--- config.mk ---
export PLATFORM = sky130hd
export DESIGN_NAME = pulse_capture_flat
export DESIGN_NICKNAME = d
export VERILOG_FILES = /design/src/rtl/pulse_capture_if.sv /design/src/rtl/pulse_capture.sv /design/src/flat_wrapper.sv
export SDC_FILE = /design/constraint.sdc
export NUM_CORES = 1
export LEC_CHECK = 0
export ABC_AREA = 1
export CAP_MARGIN = 20
export CORE_MARGIN = 2
export CORE_UTILIZATION = 61
export CTS_BUF_LIST = sky130_fd_sc_hd__clkbuf_4 sky130_fd_sc_hd__clkbuf_8
export CTS_CLUSTER_DIAMETER = 30
export DETAILED_ROUTE_END_ITERATION = 10
export GPL_TIMING_DRIVEN = 0
export HOLD_SLACK_MARGIN = 0.1
export MAX_ROUTING_LAYER = met4
export PLACE_DENSITY = 0.82
export SYNTH_ARGS = -nofsm -noshare
export SYNTH_HDL_FRONTEND = slang
export SYNTH_SLANG_ARGS = --single-unit
--- constraint.sdc ---
create_clock -name clk -period 2.18 [get_ports clk]
set_clock_uncertainty 0.05 [all_clocks]
set_input_delay 0.327 -clock clk [delete_from_list [all_inputs] [get_ports clk]]
set_output_delay 0.327 -clock clk [all_outputs]
set_load 0.005 [all_outputs]
--- src/rtl/pulse_capture_if.sv ---
// Read-port bundle for pulse_capture: CPU-side strobes and the registered result/status lines.
// The read data line is named dout because do is a reserved word in SystemVerilog.
interface pulse_capture_if #(
  parameter int unsigned W = 16
) ();
  logic         cs;
  logic         rd;
  logic         a0;
  logic [W-1:0] dout;
  logic         rdy;
  logic         ovf;

  modport master (output cs, rd, a0, input dout, rdy, ovf);
  modport slave  (input cs, rd, a0, output dout, rdy, ovf);
endinterface

--- src/rtl/pulse_capture.sv ---
// pulse_capture: measures period and high time of cap_in in clk cycles, read back over cs/rd/a0.
// Define PULSE_CAPTURE_SYNC_EN to add a two-flop synchronizer on cap_in (+2 cycles latency).
module pulse_capture #(
  parameter int unsigned CNT_W = 16
) (
  input  logic           clk,
  input  logic           reset,
  input  logic           cap_in,
  pulse_capture_if.slave bus
);

  localparam logic [1:0] StIdle = 2'd0;
  localparam logic [1:0] StHigh = 2'd1;
  localparam logic [1:0] StLow  = 2'd2;

  localparam logic [CNT_W-1:0] CntMax = '1;
  localparam logic [CNT_W-1:0] CntOne = {{(CNT_W-1){1'b0}}, 1'b1};

  logic             s_cur;
  logic             s_prev_q;
  logic             rise;
  logic             fall;
  logic             rd_en;
  logic             latch;
  logic [1:0]       state_q, state_d;
  logic [CNT_W-1:0] cnt_q, cnt_d;
  logic [CNT_W-1:0] width_pend_q, width_pend_d;
  logic [CNT_W-1:0] period_q;
  logic [CNT_W-1:0] width_q;
  logic [CNT_W-1:0] dout_q;
  logic             sat_q, sat_d;
  logic             rdy_q;
  logic             ovf_q;

`ifdef PULSE_CAPTURE_SYNC_EN
  logic sync1_q, sync2_q;

  always_ff @(posedge clk) begin
    if (reset) begin
      sync1_q <= 1'b0;
      sync2_q <= 1'b0;
    end else begin
      sync1_q <= cap_in;
      sync2_q <= sync1_q;
    end
  end

  assign s_cur = sync2_q;
`else
  assign s_cur = cap_in;
`endif

  assign rise  = s_cur & ~s_prev_q;
  assign fall  = ~s_cur & s_prev_q;
  assign rd_en = bus.cs & bus.rd;

  always_comb begin
    state_d      = state_q;
    cnt_d        = cnt_q;
    width_pend_d = width_pend_q;
    sat_d        = sat_q;
    latch        = 1'b0;
    case (state_q)
      StIdle: begin
        if (rise) begin
          state_d = StHigh;
          cnt_d   = CntOne;
        end
      end
      StHigh, StLow: begin
        // Saturate rather than wrap so an over-long phase reads as FFFF with ovf set.
        if (cnt_q == CntMax) begin
          sat_d = 1'b1;
        end else begin
          cnt_d = cnt_q + CntOne;
        end
        if (state_q == StHigh && fall) begin
          state_d      = StLow;
          width_pend_d = cnt_q;
        end
        if (state_q == StLow && rise) begin
          state_d = StHigh;
          latch   = 1'b1;
          cnt_d   = CntOne;
          sat_d   = 1'b0;
        end
      end
      default: state_d = StIdle;
    endcase
  end

  always_ff @(posedge clk) begin
    if (reset) begin
      state_q      <= StIdle;
      s_prev_q     <= 1'b0;
      cnt_q        <= '0;
      width_pend_q <= '0;
      period_q     <= '0;
      width_q      <= '0;
      dout_q       <= '0;
      sat_q        <= 1'b0;
      rdy_q        <= 1'b0;
      ovf_q        <= 1'b0;
    end else begin
      state_q      <= state_d;
      s_prev_q     <= s_cur;
      cnt_q        <= cnt_d;
      width_pend_q <= width_pend_d;
      sat_q        <= sat_d;
      // Period and width move together so the CPU never sees a mixed pair.
      if (latch) begin
        period_q <= cnt_q;
        width_q  <= width_pend_q;
        ovf_q    <= sat_q;
      end
      if (rd_en) begin
        dout_q <= bus.a0 ? width_q : period_q;
      end
      if (latch) begin
        rdy_q <= 1'b1;
      end else if (rd_en && !bus.a0) begin
        rdy_q <= 1'b0;
      end
    end
  end

  assign bus.dout = dout_q;
  assign bus.rdy  = rdy_q;
  assign bus.ovf  = ovf_q;

endmodule
--- src/flat_wrapper.sv ---
// flat-port wrapper written by rule: the top's interface ports become plain ports
module pulse_capture_flat 
#(
  parameter int unsigned CNT_W = 16
)
  (clk, reset, cap_in, bus_cs, bus_rd, bus_a0, bus_dout, bus_rdy, bus_ovf);
  pulse_capture_if bus_i ();
  input  logic clk;
  input  logic reset;
  input  logic cap_in;
  input wire logic [$bits(bus_i.cs)-1:0] bus_cs;
  input wire logic [$bits(bus_i.rd)-1:0] bus_rd;
  input wire logic [$bits(bus_i.a0)-1:0] bus_a0;
  output wire logic [$bits(bus_i.dout)-1:0] bus_dout;
  output wire logic [$bits(bus_i.rdy)-1:0] bus_rdy;
  output wire logic [$bits(bus_i.ovf)-1:0] bus_ovf;
  assign bus_i.cs = bus_cs;
  assign bus_i.rd = bus_rd;
  assign bus_i.a0 = bus_a0;
  assign bus_dout = bus_i.dout;
  assign bus_rdy = bus_i.rdy;
  assign bus_ovf = bus_i.ovf;
  pulse_capture #(.CNT_W(CNT_W)) u_core (.clk(clk), .reset(reset), .cap_in(cap_in), .bus(bus_i));
endmodule
==> results of run 1 <==
what timing repair did:
item,CTS,global route
hold buffers,0,0
endpoints found under the setup margin,0,12
resized for setup,0,5
buffers inserted,0,0
hold endpoints to repair,0,0
layer usage:
| metal | global-route usage | routed length (um) | vias up |
|---|---|---|---|
| li1 | - | - | 1757 |
| met1 | 0.352 | 3910 | 1517 |
| met2 | 0.459 | 3940 | 103 |
| met3 | 0.0533 | 555 | 9 |
| met4 | 0.0836 | 93 | 0 |
| met5 | - | 0 | - |
kinds of logic after synthesis:
group                      count (synthesis)  synth area share
buffers and inverters                    114             0.118
adders and majority gates                  5            0.0166
AOI/OAI and AO/OA                        160             0.227
DFF                                       86             0.456
and+or+nand+nor                          154             0.183
worst max path at each step:
stage,startpoint,to,depth (start not counted)
global route,u_core.state_q[0],u_core.cnt_q[9],9
CTS,u_core.state_q[1],u_core.width_pend_q[8],8
floorplan,u_core.state_q[0],u_core.width_pend_q[1],7
global placement,cap_in,u_core.cnt_q[9],8
finish,u_core.state_q[0],u_core.cnt_q[10],10
detailed placement,cap_in,u_core.width_pend_q[8],6
cells in the mapped netlist:
cell / count / area (sq um)
clkbuf_1: 25 / 93.8
nor2_1: 32 / 120
buf_12: 1 / 20.0
nand3_2: 1 / 10.0
nand2_1: 73 / 274
nand3_1: 34 / 170
nand2_8: 1 / 20.0
nor2_2: 3 / 18.8
inv_2: 2 / 7.51
o21ai_1: 3 / 15.0
clkinv_1: 1 / 3.75
nor2_4: 1 / 11.3
a21oi_1: 75 / 375
nor3b_1: 1 / 7.51
nand3_4: 1 / 17.5
nand4_1: 3 / 18.8
nor3_1: 2 / 10.0
o21a_1: 2 / 15.0
o211ai_1: 17 / 128
nand2_2: 2 / 12.5
dfxtp_1: 86 / 1720
o21bai_1: 1 / 7.51
inv_1: 85 / 319
ha_1: 5 / 62.6
a21oi_2: 2 / 17.5
o21ai_0: 60 / 300
power by group:
group	internal (W)	switching, W
logic	0.000489	0.000940
clock network	0.000674	0.000560
registers	0.00178	0.000180
total	0.00294	0.00168
worst max-delay path, cell delays in order, from the launching register on:
cell and delay [ns]:
dfxtp_1 0.35, inv_1 0.09, ha_1 0.19, nand3_2 0.22, o21ai_1 0.21, inv_1 0.13, nand3_4 0.17, nand2_8 0.10
buf_12 0.17, a21oi_1 0.14, nor2_1 0.07
sequential cells by signal, summed over array words and instances, names as in the netlist:
signal	count
u_core.state_q	2
u_core.width_pend_q	16
u_core.s_prev_q	1
u_core.bus.dout	16
u_core.width_q	16
u_core.sat_q	1
u_core.bus.ovf	1
u_core.period_q	16
u_core.bus.rdy	1
u_core.cnt_q	16
per-stage QoR:
step	setup TNS, ns	cells	total power [W]	setup slack (ns)	util
4_1_cts	0	632	0.00458	0.0362	0.726
3_3_place_gp	-1.28	617	0.00331	-0.133	0.689
2_1_floorplan	0	519	0.00297	0.508	-
5_1_grt	-0.0355	631	0.00492	-0.0228	0.727
6_report	0	631	0.00462	0.187	0.727
3_5_place_dp	-1.62	617	0.00336	-0.164	0.689
area by class of cell:
type,count,share of cell area
Multi-Input combinational cell,319,0.374
Clock buffer,10,0.0318
Sequential cell,86,0.398
Timing Repair Buffer,23,0.0532
Inverter,88,0.0772
Clock inverter,5,0.0191
Tap cell,75,0.0217
Buffer,25,0.0257
==> qor.yml, run 1 <==
run_status:
  status: "complete, no violations"
worst_hold_path:
  whs_endpoint: "u_core.bus.ovf"
  min_path_type: "reg2reg"
  min_from: "u_core.bus.ovf"
  whs_path_depth: 2
placed_design:
  hpwl_um: 6180
  place.gp.congestion: 0.929
  postPlaceCellArea_sq_um: 4100
  io_buffers: 23
timing:
  hold_violations: 0
  tightest_slew_ns: 0.581
  setup_viol_count_final: 0
  period_needed_ns: 1.99
  maxSlewHeadroom: 0.613
  clock.fmax_mhz: 502
  holdWs_ns: 0.395
  rsz0062_at_grt: "true"
  post-route-period-util: 0.914
  drv_slew: 0
layout:
  multiInputGateArea_sq_um: 1620
  drive_gt1_frac: 0.0594
  final_common_cell: "dfxtp_1"
  fillers: 488
  final_nets: 563
  antennaDiodeCount: 0
  area_delta_synth_final_pct: 14.6
  stdcell_area_sq_um: 4330
  layout_common_cells: "dfxtp_1 (86), inv_1 (85), a21oi_1 (75)"
  regArea_sq_um: 1720
worst_setup_path:
  rr_worst_depth: 10
  cp.required_ns: 2.38
  critPathLaunchType: "register"
  r2r_start: "u_core.state_q[0]"
  crit_type: "reg2reg"
  worst-endpoint-arrival_ns: 2.19
  worstPathMaxFanout: 10
  reg2reg_to: "u_core.cnt_q[10]"
  r2r_slack_ns: 0.19
  endpoint_kind: "register"
yosys:
  syn_avg_cell_area_sq_um: 7.28
  ys_ff_latch: 86
  yosysSeqAreaShare: 0.456
  synthCells: 519
  syn-cell-area_sq_um: 3780
  syn_nets: 530
  yosysWarningCount: 0
  ys_types: 26
power_and_ir_drop:
  p_leak_nw: 1.70
  vdd_drop_max_mv: 0.664
  p_per_area_nw_per_um2: 1070
drt:
  wl_per_cell_um: 13.5
  avgViaCountPerCell: 5.37
  drc: 0
  ant_nets: 0
  drt_iter0_markers: 218
  num_vias: 3386
  routed_wl_um: 8500
  first_pass_iters: 5
global_route:
  grt_usage: 0.280
  grt_pass1_vias: 3065
  grt_max_degree: 15
  grt_pass1_wl_um: 14100
  globalRouteOverflowTotal: 0
  grt_antenna_before_repair: 0
floorplanning:
  num_rows: 28
  core-area_sq_um: 5960
  pin_count: 24
  die-area_sq_um: 6840
  start_util: 0.634
  die_h_um: 82.7
  fp.dieW_um: 82.7
clock_tree:
  insertion_delay_ns: 0.36
  cts_sinks: 86
  root_buffer: "clkbuf_8"
  clockBufferDepth: 2
  cts_made_buffers: 9
  htreeDepth: 3
  cts_tree: "done"
  clk_pin_slew_ns: 0.08
flow_run:
  drv_cap: 0
Power figures use the tool's default switching activity.
==> run 2: changes to the inputs <==
CORE_UTILIZATION = 50   (was 61)
PLACE_DENSITY = 0.69   (was 0.82)
==> run 2 against run 1 <==
  * Highest routed layer unchanged
  * Register-to-register slack got worse by 0.03 ns
  * Sequential power about the same
  * Fmax fell by 1.5%
  * Largest power group unchanged
==> qor.yml, run 2 (same netlist as run 1, synthesis figures left out) <==
run_status:
  status: "complete, no violations"
drt:
  routed_wl_um: 8960
  ant_nets: 0
  first_pass_iters: 5
  drc: 0
  num_vias: 3382
  drt_iter0_markers: 210
  avgViaCountPerCell: 5.15
  wl_per_cell_um: 13.6
floorplanning:
  start_util: 0.518
  die_h_um: 90.9
  pin_count: 24
  fp.dieW_um: 90.9
  die-area_sq_um: 8270
  core-area_sq_um: 7290
  num_rows: 31
power_and_ir_drop:
  p_seq_frac: 0.432
  p_per_area_nw_per_um2: 1040
  power.switching_w: 0.00172
  switching_share: 0.380
  p_leak_nw: 1.70
  p_comb_frac: 0.313
  p_int_w: 0.00281
  vdd_drop_max_mv: 0.783
  power_w: 0.00453
  clock_power_share: 0.255
worst_setup_path:
  cp.required_ns: 2.39
  critPathLaunchType: "register"
  r2r_slack_ns: 0.16
  crit_type: "reg2reg"
  r2r_start: "u_core.state_q[0]"
  reg2reg_to: "u_core.cnt_q[12]"
  worstPathMaxFanout: 10
  rr_worst_depth: 10
  worst-endpoint-arrival_ns: 2.23
  endpoint_kind: "register"
timing:
  drv_slew: 0
  clock.fmax_mhz: 494
  setup_viol_count_final: 0
  period_needed_ns: 2.02
  post-route-period-util: 0.928
  rsz0062_at_grt: "false"
  holdWs_ns: 0.401
  hold_violations: 0
  maxSlewHeadroom: 0.580
  setup_tns_ns: 0
  tightest_slew_ns: 0.630
global_route:
  grt_max_degree: 17
  grt_pass1_wl_um: 15100
  globalRouteOverflowTotal: 0
  grt_pass1_vias: 3208
  grt_antenna_before_repair: 0
  grt_usage: 0.231
placed_design:
  place.gp.congestion: 0.883
  hpwl_um: 6600
  postPlaceCellArea_sq_um: 4130
  io_buffers: 23
clock_tree:
  insertion_delay_ns: 0.35
  cts_setup_buffers: 0
  htreeDepth: 3
  clockBufferDepth: 2
  clk_pin_slew_ns: 0.09
  root_buffer: "clkbuf_8"
  cts_made_buffers: 9
  cts_sinks: 86
  cts_tree: "done"
layout:
  drive_gt1_frac: 0.0609
  final_util: 0.596
  antennaDiodeCount: 0
  area_delta_synth_final_pct: 15.1
  fillers: 714
  stdcell_area_sq_um: 4350
  final_common_cell: "dfxtp_1"
  layout_common_cells: "dfxtp_1 (86), inv_1 (85), a21oi_1 (75)"
  final_nets: 564
worst_hold_path:
  whs_endpoint: "u_core.width_q[12]"
  min_path_type: "reg2reg"
  min_from: "u_core.width_q[12]"
  whs_path_depth: 2
flow_run:
  drv_cap: 0
-- run 2: cell count changes in the layout (fill, tap and decap cells not counted) --
cell | before | now
clkbuf_8 | 10 | 9
inv_8 | 0 | 1
clkbuf_1 | 23 | 24
inv_6 | 1 | 2
clkinv_4 | 1 | 2
bufinv_16 | 2 | 1
-- run 2: power by group through the flow --
stage                     Clock, W  Sequential [W]  Combinational [W]
after floorplan                  0         0.00193            0.00103
final                      0.00116         0.00196            0.00142
after CTS                  0.00117         0.00195            0.00139
after global routing       0.00123         0.00198            0.00161
after detailed placement         0         0.00199            0.00138
after global placement           0         0.00198            0.00135
-- run 2: critical path, cell delays in order, from the launching register on --
cell and delay [ns]:
dfxtp_1 0.35, inv_1 0.09, ha_1 0.19, nand3_2 0.24, o21ai_1 0.23, inv_1 0.13, nand3_4 0.18, nand2_8 0.11
buf_12 0.18, o21ai_1 0.13, nor2_1 0.05
-- run 2: stage by stage --
| stage | std cells | setup WS, ns |
|---|---|---|
| final | 657 | 0.156 |
| after CTS | 657 | 0.0431 |
| after floorplan | 519 | 0.508 |
| after detailed placement | 641 | -0.170 |
| after global routing | 657 | 0.00715 |
| after global placement | 641 | -0.135 |
-- run 2: worst max-delay path by stage --
stage / from / endpoint / slack [ns] / cells after the start
after CTS: u_core.state_q[1] / u_core.width_pend_q[4] / 0.04 / 8
after detailed placement: cap_in / u_core.cnt_q[9] / -0.17 / 8
after floorplan: u_core.state_q[0] / u_core.width_pend_q[1] / 0.51 / 7
after global routing: u_core.state_q[0] / u_core.cnt_q[14] / 0.007 / 11
after global placement: cap_in / u_core.cnt_q[9] / -0.13 / 8
final: u_core.state_q[0] / u_core.cnt_q[12] / 0.16 / 10
-- run 2: area by class of cell --
cell class	count	area [sq um]	share of cell area
Clock inverter	7	81.3	0.0187
Multi-Input combinational cell	319	1620	0.372
Sequential cell	86	1720	0.396
Tap cell	99	124	0.0285
Buffer	26	115	0.0265
Timing Repair Buffer	23	230	0.0530
Clock buffer	9	124	0.0285
Inverter	88	334	0.0769
-- run 2: metal layers --
| metal | track usage | share of wire | vias to the layer above |
|---|---|---|---|
| met5 | - | 0 | - |
| met4 | 0.0871 | 0.013 | 0 |
| met3 | 0.0351 | 0.054 | 10 |
| met2 | 0.376 | 0.47 | 96 |
| met1 | 0.292 | 0.46 | 1510 |
| li1 | - | - | 1766 |
-- run 2: timing repair --
action                                  CTS  global route
endpoints found under the setup margin    0            13
hold buffers                              0             0
gates resized for setup                   0             5
